--- src/rtl/tune_cmd_decoder.sv ---
// Framed UART command decoder that writes the 64-bit NCO tuning word
// and sends ACK/NAK (plus the current word on QUERY) back over the UART.
module tune_cmd_decoder #(
    parameter logic [63:0] RESET_INC    = 64'h0104376A9DD10437,
    parameter int unsigned TIMEOUT_CLKS = 1000000
) (
    input  logic        osc_clk,
    input  logic        reset,
    input  logic        rx_dv,
    input  logic [7:0]  rx_byte,
    input  logic        tx_done,
    output logic [63:0] phase_inc,
    output logic        inc_update,
    output logic        tx_dv,
    output logic [7:0]  tx_byte,
    output logic        busy
);

    localparam logic [7:0] SYNC_BYTE = 8'hA5;
    localparam logic [7:0] CMD_SET   = 8'h01;
    localparam logic [7:0] CMD_ADD   = 8'h02;
    localparam logic [7:0] CMD_QUERY = 8'h03;
    localparam logic [7:0] ACK_BYTE  = 8'h06;
    localparam logic [7:0] NAK_BYTE  = 8'h15;

    localparam logic [31:0] TO_MAX = 32'(TIMEOUT_CLKS - 1);

    typedef enum logic [2:0] {
        S_IDLE,
        S_CMD,
        S_PAYLOAD,
        S_CSUM,
        S_EXEC,
        S_TX_SEND,
        S_TX_WAIT
    } state_t;

    state_t      state_q, state_d;
    logic [7:0]  cmd_q, cmd_d;
    logic [63:0] shadow_q, shadow_d;
    logic [2:0]  cnt_q, cnt_d;
    logic [7:0]  csum_q, csum_d;
    logic        csum_ok_q, csum_ok_d;
    logic [31:0] idle_q, idle_d;
    logic [63:0] phase_q, phase_d;
    logic        inc_q, inc_d;
    logic [7:0]  txb_q, txb_d;
    logic [63:0] reply_q, reply_d;
    logic [3:0]  rem_q, rem_d;

    logic in_frame;
    logic timeout;
    logic known_cmd;
    logic has_payload;

    assign in_frame = (state_q == S_CMD)
                   || (state_q == S_PAYLOAD)
                   || (state_q == S_CSUM);
    assign timeout  = (idle_q == TO_MAX);

    assign has_payload = (rx_byte == CMD_SET)
                      || (rx_byte == CMD_ADD);
    assign known_cmd   = (cmd_q == CMD_SET)
                      || (cmd_q == CMD_ADD)
                      || (cmd_q == CMD_QUERY);

    always_ff @(posedge osc_clk) begin
        if (reset) begin
            state_q   <= S_IDLE;
            cmd_q     <= 8'h00;
            shadow_q  <= 64'h0;
            cnt_q     <= 3'd0;
            csum_q    <= 8'h00;
            csum_ok_q <= 1'b0;
            idle_q    <= 32'd0;
            phase_q   <= RESET_INC;
            inc_q     <= 1'b0;
            txb_q     <= 8'h00;
            reply_q   <= 64'h0;
            rem_q     <= 4'd0;
        end else begin
            state_q   <= state_d;
            cmd_q     <= cmd_d;
            shadow_q  <= shadow_d;
            cnt_q     <= cnt_d;
            csum_q    <= csum_d;
            csum_ok_q <= csum_ok_d;
            idle_q    <= idle_d;
            phase_q   <= phase_d;
            inc_q     <= inc_d;
            txb_q     <= txb_d;
            reply_q   <= reply_d;
            rem_q     <= rem_d;
        end
    end

    always_comb begin
        state_d   = state_q;
        cmd_d     = cmd_q;
        shadow_d  = shadow_q;
        cnt_d     = cnt_q;
        csum_d    = csum_q;
        csum_ok_d = csum_ok_q;
        idle_d    = idle_q;
        phase_d   = phase_q;
        inc_d     = 1'b0;
        txb_d     = txb_q;
        reply_d   = reply_q;
        rem_d     = rem_q;

        // Inter-byte watchdog; a byte landing on the expiry cycle wins.
        if (in_frame) begin
            idle_d = rx_dv ? 32'd0 : idle_q + 32'd1;
        end

        case (state_q)
            S_IDLE: begin
                if (rx_dv && (rx_byte == SYNC_BYTE)) begin
                    state_d  = S_CMD;
                    idle_d   = 32'd0;
                    cnt_d    = 3'd0;
                    shadow_d = 64'h0;
                end
            end
            S_CMD: begin
                if (rx_dv) begin
                    cmd_d   = rx_byte;
                    csum_d  = rx_byte;
                    state_d = has_payload ? S_PAYLOAD : S_CSUM;
                end else if (timeout) begin
                    state_d = S_IDLE;
                    idle_d  = 32'd0;
                end
            end
            S_PAYLOAD: begin
                if (rx_dv) begin
                    shadow_d = {shadow_q[55:0], rx_byte};
                    csum_d   = csum_q ^ rx_byte;
                    cnt_d    = cnt_q + 3'd1;
                    if (cnt_q == 3'd7) begin
                        state_d = S_CSUM;
                    end
                end else if (timeout) begin
                    state_d = S_IDLE;
                    idle_d  = 32'd0;
                end
            end
            S_CSUM: begin
                if (rx_dv) begin
                    csum_ok_d = (rx_byte == csum_q) && known_cmd;
                    state_d   = S_EXEC;
                end else if (timeout) begin
                    state_d = S_IDLE;
                    idle_d  = 32'd0;
                end
            end
            S_EXEC: begin
                state_d = S_TX_SEND;
                rem_d   = 4'd1;
                reply_d = 64'h0;
                unique case (1'b1)
                    !csum_ok_q: begin
                        txb_d = NAK_BYTE;
                    end
                    csum_ok_q && (cmd_q == CMD_SET): begin
                        phase_d = shadow_q;
                        inc_d   = 1'b1;
                        txb_d   = ACK_BYTE;
                    end
                    csum_ok_q && (cmd_q == CMD_ADD): begin
                        phase_d = phase_q + shadow_q;
                        inc_d   = 1'b1;
                        txb_d   = ACK_BYTE;
                    end
                    default: begin
                        // QUERY: freeze the word now so all 8 bytes agree.
                        txb_d   = ACK_BYTE;
                        reply_d = phase_q;
                        rem_d   = 4'd9;
                    end
                endcase
            end
            S_TX_SEND: begin
                state_d = S_TX_WAIT;
            end
            S_TX_WAIT: begin
                if (tx_done) begin
                    if (rem_q <= 4'd1) begin
                        state_d = S_IDLE;
                        rem_d   = 4'd0;
                    end else begin
                        txb_d   = reply_q[63:56];
                        reply_d = {reply_q[55:0], 8'h00};
                        rem_d   = rem_q - 4'd1;
                        state_d = S_TX_SEND;
                    end
                end
            end
            default: begin
                state_d = S_IDLE;
            end
        endcase
    end

    assign phase_inc  = phase_q;
    assign inc_update = inc_q;
    assign tx_dv      = (state_q == S_TX_SEND);
    assign tx_byte    = txb_q;
    assign busy       = (state_q != S_IDLE);

endmodule

--- config.mk ---
export PLATFORM = sky130hd
export DESIGN_NAME = tune_cmd_decoder
export DESIGN_NICKNAME = d
export VERILOG_FILES = /design/src/rtl/tune_cmd_decoder.sv
export SDC_FILE = /design/constraint.sdc
export NUM_CORES = 1
export LEC_CHECK = 0
export BUFFER_PORTS_ARGS = -buffer_cell sky130_fd_sc_hd__buf_2
export CAP_MARGIN = 20
export CORE_MARGIN = 4
export CORE_UTILIZATION = 56
export CTS_CLUSTER_DIAMETER = 30
export DETAILED_ROUTE_END_ITERATION = 16
export PLACE_DENSITY = 0.76
export SYNTH_ARGS = -nofsm -noshare
export SYNTH_HDL_FRONTEND = slang
export SYNTH_SLANG_ARGS = --single-unit
--- constraint.sdc ---
create_clock -name osc_clk -period 3.5 [get_ports osc_clk]
set_clock_uncertainty 0.2 [all_clocks]
set_input_delay 0.175 -clock osc_clk [delete_from_list [all_inputs] [get_ports osc_clk]]
set_output_delay 0.175 -clock osc_clk [all_outputs]
set_load 0.03 [all_outputs]
# After elaboration in Yosys (flattened, before gate mapping)
# Index checks and enable logic that the tools add are counted.
# word_totals
reg_bits,260
input_bits,12
out_inout_bits,75
word_cells,107
# op_classes
addsub,4
order_cmp,1
eq_ne,21
muxes,39
bitwise,2
n_reduce_logical,28
# ops
operator,n
$pmux W64 S2,3
$mux W64,5
$mux W32,5
$add A64 B64 Y64,1
$pmux W32 S2,1
$add A32 B1 Y32 const B,1
$eq A32 B20 Y1 const B,1
$mux W8,4
$pmux W8 S2,2
$mux W3,10
$eq A8 B2 Y1 const B,3
$pmux W3 S7,1
$eq A8 B1 Y1 const B,2
$eq A3 B3 Y1 const B,4
$mux W4,3
$reduce_and A3 Y1,4
$ne A2 B2 Y1 const B,5
$eq A8 B8 Y1,1
$eq A8 B8 Y1 const B,1
$pmux W4 S2,1
$reduce_and A2 Y1,4
$reduce_bool A2 Y1,4
$xor A8 B8 Y8,1
$eq A3 B2 Y1 const B,2
other kinds (16),26

# Depth between registers and ports, before layout
# depth
ltp_word,7
mapped_depth,13
mapped_depth_nobuf,13

# Worst setup path after synthesis
# OpenSTA, ideal clock, no wires.
# synth_timing
path_type,flip-flop to flip-flop
startpoint,register phase_q[0] (netlist: phase_inc[0])
endpoint,register phase_q[58] (netlist: phase_inc[58])
arrival_ns,3.140
required_time_ns,3.205
setup_slack_ns,0.064
stages_incl_launch_ff,14
n_path_buf,0
path_cell_list,dfxtp_1 > ha_1 > fa_1 > a211oi_1 > nor2_1 > a211oi_2 > a21oi_2 > o2111ai_1 > nand2b_1 > a41o_1 > a21oi_1 > o21ai_1 > xnor2_1 > a221oi_1
# synth_via
elab_chain_cells,2
# synth_lines
element,line_no,text
"start, declared",45,"logic [63:0] phase_q, phase_d;"
"start signal, assigned",89,phase_q <= phase_d;
$add A64 B64 Y64,171,phase_d = phase_q + shadow_q;
$pmux W64 S2,161,unique case (1'b1)
# No other way between the ends.
# A chain may end at the register's enable or synchronous reset.

# Worst setup path in the final report
# Ends and elaborated chain as after synthesis.

==> results.json <==
{
  "synth_seq_cells": 260,
  "clock_sinks": 260,
  "path_class": "flip-flop to flip-flop",
  "synth_compound_area_share_pct": 24.99,
  "worstPathRequired_ns": 3.75,
  "worstPathCellList": "ha_1 > fa_1 > a211oi_2 > nor2_1 > a211oi_2 > a21oi_2 > o2111ai_2 > nand2b_1 > a41o_1 > a21oi_2 > o21ai_1 > xnor2_1 > a221oi_1",
  "endpoint_kind": "flip-flop",
  "syn_avg_cell_area_um2": 7.723,
  "rr_endpoint": "phase_inc[58]$_SDFFE_PP0P_",
  "final_common_cell": "dfxtp_1",
  "syn_nets": 1968,
  "p_per_area_nw_per_um2": 475.6,
  "slowest_stage": "fa_1",
  "status": "finished, final reports clean",
  "num_vias": 14808,
  "max-slew-margin-rel_pct": 33.04,
  "die_w_um": 169.3,
  "grt_pass1_vias": 13951,
  "critPathMaxFanout": 3,
  "fp.dieH_um": 169.3,
  "worst_pin_slew_ns": 1.004,
  "holdPathStages": 2,
  "cts_root_buffer": "clkbuf_16",
  "first_pass_iters": 9,
  "routed_wirelength_mm": 45.81,
  "htreeDepth": 2,
  "reg2reg_depth": 13,
  "cap_violations": 0,
  "cts_tree": "done",
  "initial_core_util_pct": 57.37,
  "drc": 0,
  "min_path_type": "flip-flop to flip-flop",
  "synthFlopType": "dfxtp_1",
  "routedWlPerCell_um": 19.58,
  "num-nets-final": 2045,
  "r2r_start": "phase_inc[0]$_SDFFE_PP1P_",
  "drive_above_1_share_pct": 14.43,
  "place.gp.congestion": 0.9723,
  "holdPathEnd": "cmd_q[5]$_SDFFE_PP0P_",
  "synth.distinct_cells": 87,
  "final-seq-area_um2": 5205,
  "antenna_cells": 0,
  "track_usage_pct": 30.97,
  "final_cell_mix": "dfxtp_1 (260), nand2_1 (256), nor2_1 (209)",
  "clockBufferDepth": 3,
  "multiInputGateArea_um2": 8855,
  "fin_cells": 2340,
  "synth_top_family_by_area": "compound AO/OA/AOI/OAI gates",
  "synthCells": 1887,
  "ys_async_sr_fraction_pct": 0,
  "core-area_um2": 25400,
  "avgViaCountPerCell": 6.328,
  "synth_xor_area_share_pct": 5.650,
  "synth-adder-area-share_pct": 5.976,
  "place.port_buffers": 86,
  "grt_pass1_wl_mm": 73.69,
  "whs_ns": 0.2587,
  "min_period_over_period_pct": 98.88,
  "numCtsBuffers": 54,
  "final_max_slew_viol_count": 0,
  "synth_mux_area_share_pct": 0.2232,
  "ir_worst_vdd_uv": 501.5,
  "fmax_ghz": 0.2890,
  "rows": 58,
  "synth-simple-area-share_pct": 23.27,
  "clkTransAtPathRegs_ns": 0.05,
  "clock_latency_ns": 0.57,
  "ys_seq_area_share_pct": 35.72,
  "antenna_found_initial": 0,
  "area_delta_synth_final_pct": 20.25,
  "grt_overflow": 0,
  "crit_path_start_kind": "flip-flop",
  "hpwl_mm": 30.78,
  "worstPathArrival_ns": 3.71,
  "syn_area_um2": 14570,
  "r2r_slack_ns": 0.04,
  "setup_viol": 0,
  "max_stage_delay_ns": 0.42,
  "io_pins": 87,
  "die-area_um2": 28670,
  "min_from": "cmd_q[5]$_SDFFE_PP0P_",
  "p_leak_nw": 6.752,
  "dpl.cell_count": 2223,
  "drt_iter0_markers": 1468,
  "route.antenna.remaining_nets": 0,
  "period_needed_ns": 3.461,
  "grt_max_degree": 93,
  "hold_violations": 0,
  "synth_edf_count": 0,
  "num-fill-cells": 2134,
  "yosysWarnings": 0,
  "rsz0062_at_grt": "yes"
}
critical path, delay by kind of cell (launching register included):
family	cells	cell delay [ns]
xor gates and xnor gates	1	0.13
DFF	1	0.31
and+or+nand+nor	2	0.25
AOI/OAI and AO/OA	8	1.80
adders and majority gates	2	0.65
final cells by class:
| type | instances | area share [%] |
|---|---|---|
| Clock buffer | 69 | 8.725 |
| Clock inverter | 33 | 2.235 |
| Inverter | 24 | 0.5141 |
| Multi-Input combinational cell | 1470 | 50.53 |
| Sequential cell | 260 | 29.70 |
| Tap cell | 330 | 2.356 |
| Timing Repair Buffer | 154 | 5.934 |
how the worst max path moves through the flow:
stage	from	to	slack (ns)	depth (start not counted)
after floorplan	phase_inc[0]$_SDFFE_PP1P_	phase_inc[58]$_SDFFE_PP0P_	0.06	13
after global placement	phase_inc[0]$_SDFFE_PP1P_	phase_inc[62]$_SDFFE_PP0P_	0.09	13
after detailed placement	phase_inc[0]$_SDFFE_PP1P_	phase_inc[58]$_SDFFE_PP0P_	-0.02	13
after CTS	phase_inc[0]$_SDFFE_PP1P_	phase_inc[48]$_SDFFE_PP0P_	0.003	13
after global routing	phase_inc[0]$_SDFFE_PP1P_	phase_inc[58]$_SDFFE_PP0P_	-0.05	13
final	phase_inc[0]$_SDFFE_PP1P_	phase_inc[58]$_SDFFE_PP0P_	0.04	13
power breakdown:
part / leakage [nW] / switching, mW / internal (mW)
logic: 3.73 / 0.0807 / 0.0279
clock network: 0.924 / 1.72 / 3.54
registers: 2.09 / 0.000718 / 2.97
synthesized netlist by cell type, types with 11 or more instances:
cell / instances / area [um2]
ha_1: 68 / 850.8
xnor2_1: 56 / 490.5
and3_1: 14 / 87.58
a22oi_1: 11 / 82.58
a21o_1: 31 / 232.7
nand4_1: 30 / 187.7
o211ai_1: 19 / 142.6
xor2_1: 38 / 332.8
inv_1: 23 / 86.33
a221oi_1: 57 / 499.2
nand2_1: 258 / 968.4
nand3_1: 94 / 470.5
buf_1: 11 / 41.29
o21ai_0: 77 / 385.4
a21oi_1: 200 / 1001
o21bai_1: 12 / 90.09
a31oi_1: 21 / 131.4
a211oi_1: 17 / 127.6
nor3_1: 81 / 405.4
dfxtp_1: 260 / 5205
clkbuf_1: 112 / 420.4
o21ai_1: 22 / 110.1
nor2_1: 210 / 788.3
kinds of logic after synthesis:
| kind of cell | count (synthesis) |
|---|---|
| xor gates and xnor gates | 94 |
| buffers and inverters | 157 |
| AOI/OAI and AO/OA | 549 |
| adders and majority gates | 69 |
| muxes | 3 |
| DFF | 260 |
| and+or+nand+nor | 755 |
per-layer routing:
| metal | global-route usage [%] | routed length, um |
|---|---|---|
| met1 | 42.69 | 19810 |
| met2 | 49.43 | 20700 |
| met3 | 5.474 | 3789 |
| met4 | 10.36 | 1511 |
| met5 | 0 | 0 |
flip-flops by register name, indices dropped and copies added, names as in the netlist, 4 cells and up:
| name | flops |
|---|---|
| cmd_q | 8 |
| csum_q | 8 |
| idle_q | 32 |
| phase_inc | 64 |
| rem_q | 4 |
| reply_q | 64 |
| shadow_q | 64 |
| tx_byte | 8 |
metrics by stage:
stage	total power [mW]	setup WS [ns]	utilization, %	area (um2)	TNS (ns)
after floorplan	3.089	0.06440	-	14570	0
after global placement	3.122	0.08827	60.72	15420	0
after detailed placement	3.122	-0.01581	60.72	15420	-0.01965
after CTS	8.365	0.003453	68.81	17480	0
after global routing	8.538	-0.04740	68.99	17520	-0.1299
final	8.335	0.03928	68.99	17520	0
what timing repair did:
item | 4_1_cts | 5_1_grt
buffers inserted | 0 | 3
endpoints found under the setup margin | 3 | 12
pin swaps | 0 | 8
endpoints found under the hold margin | 66 | 0
resized for setup | 2 | 6
hold buffers | 12 | 0
gates cloned | 0 | 0
Power figures use the tool's default switching activity.
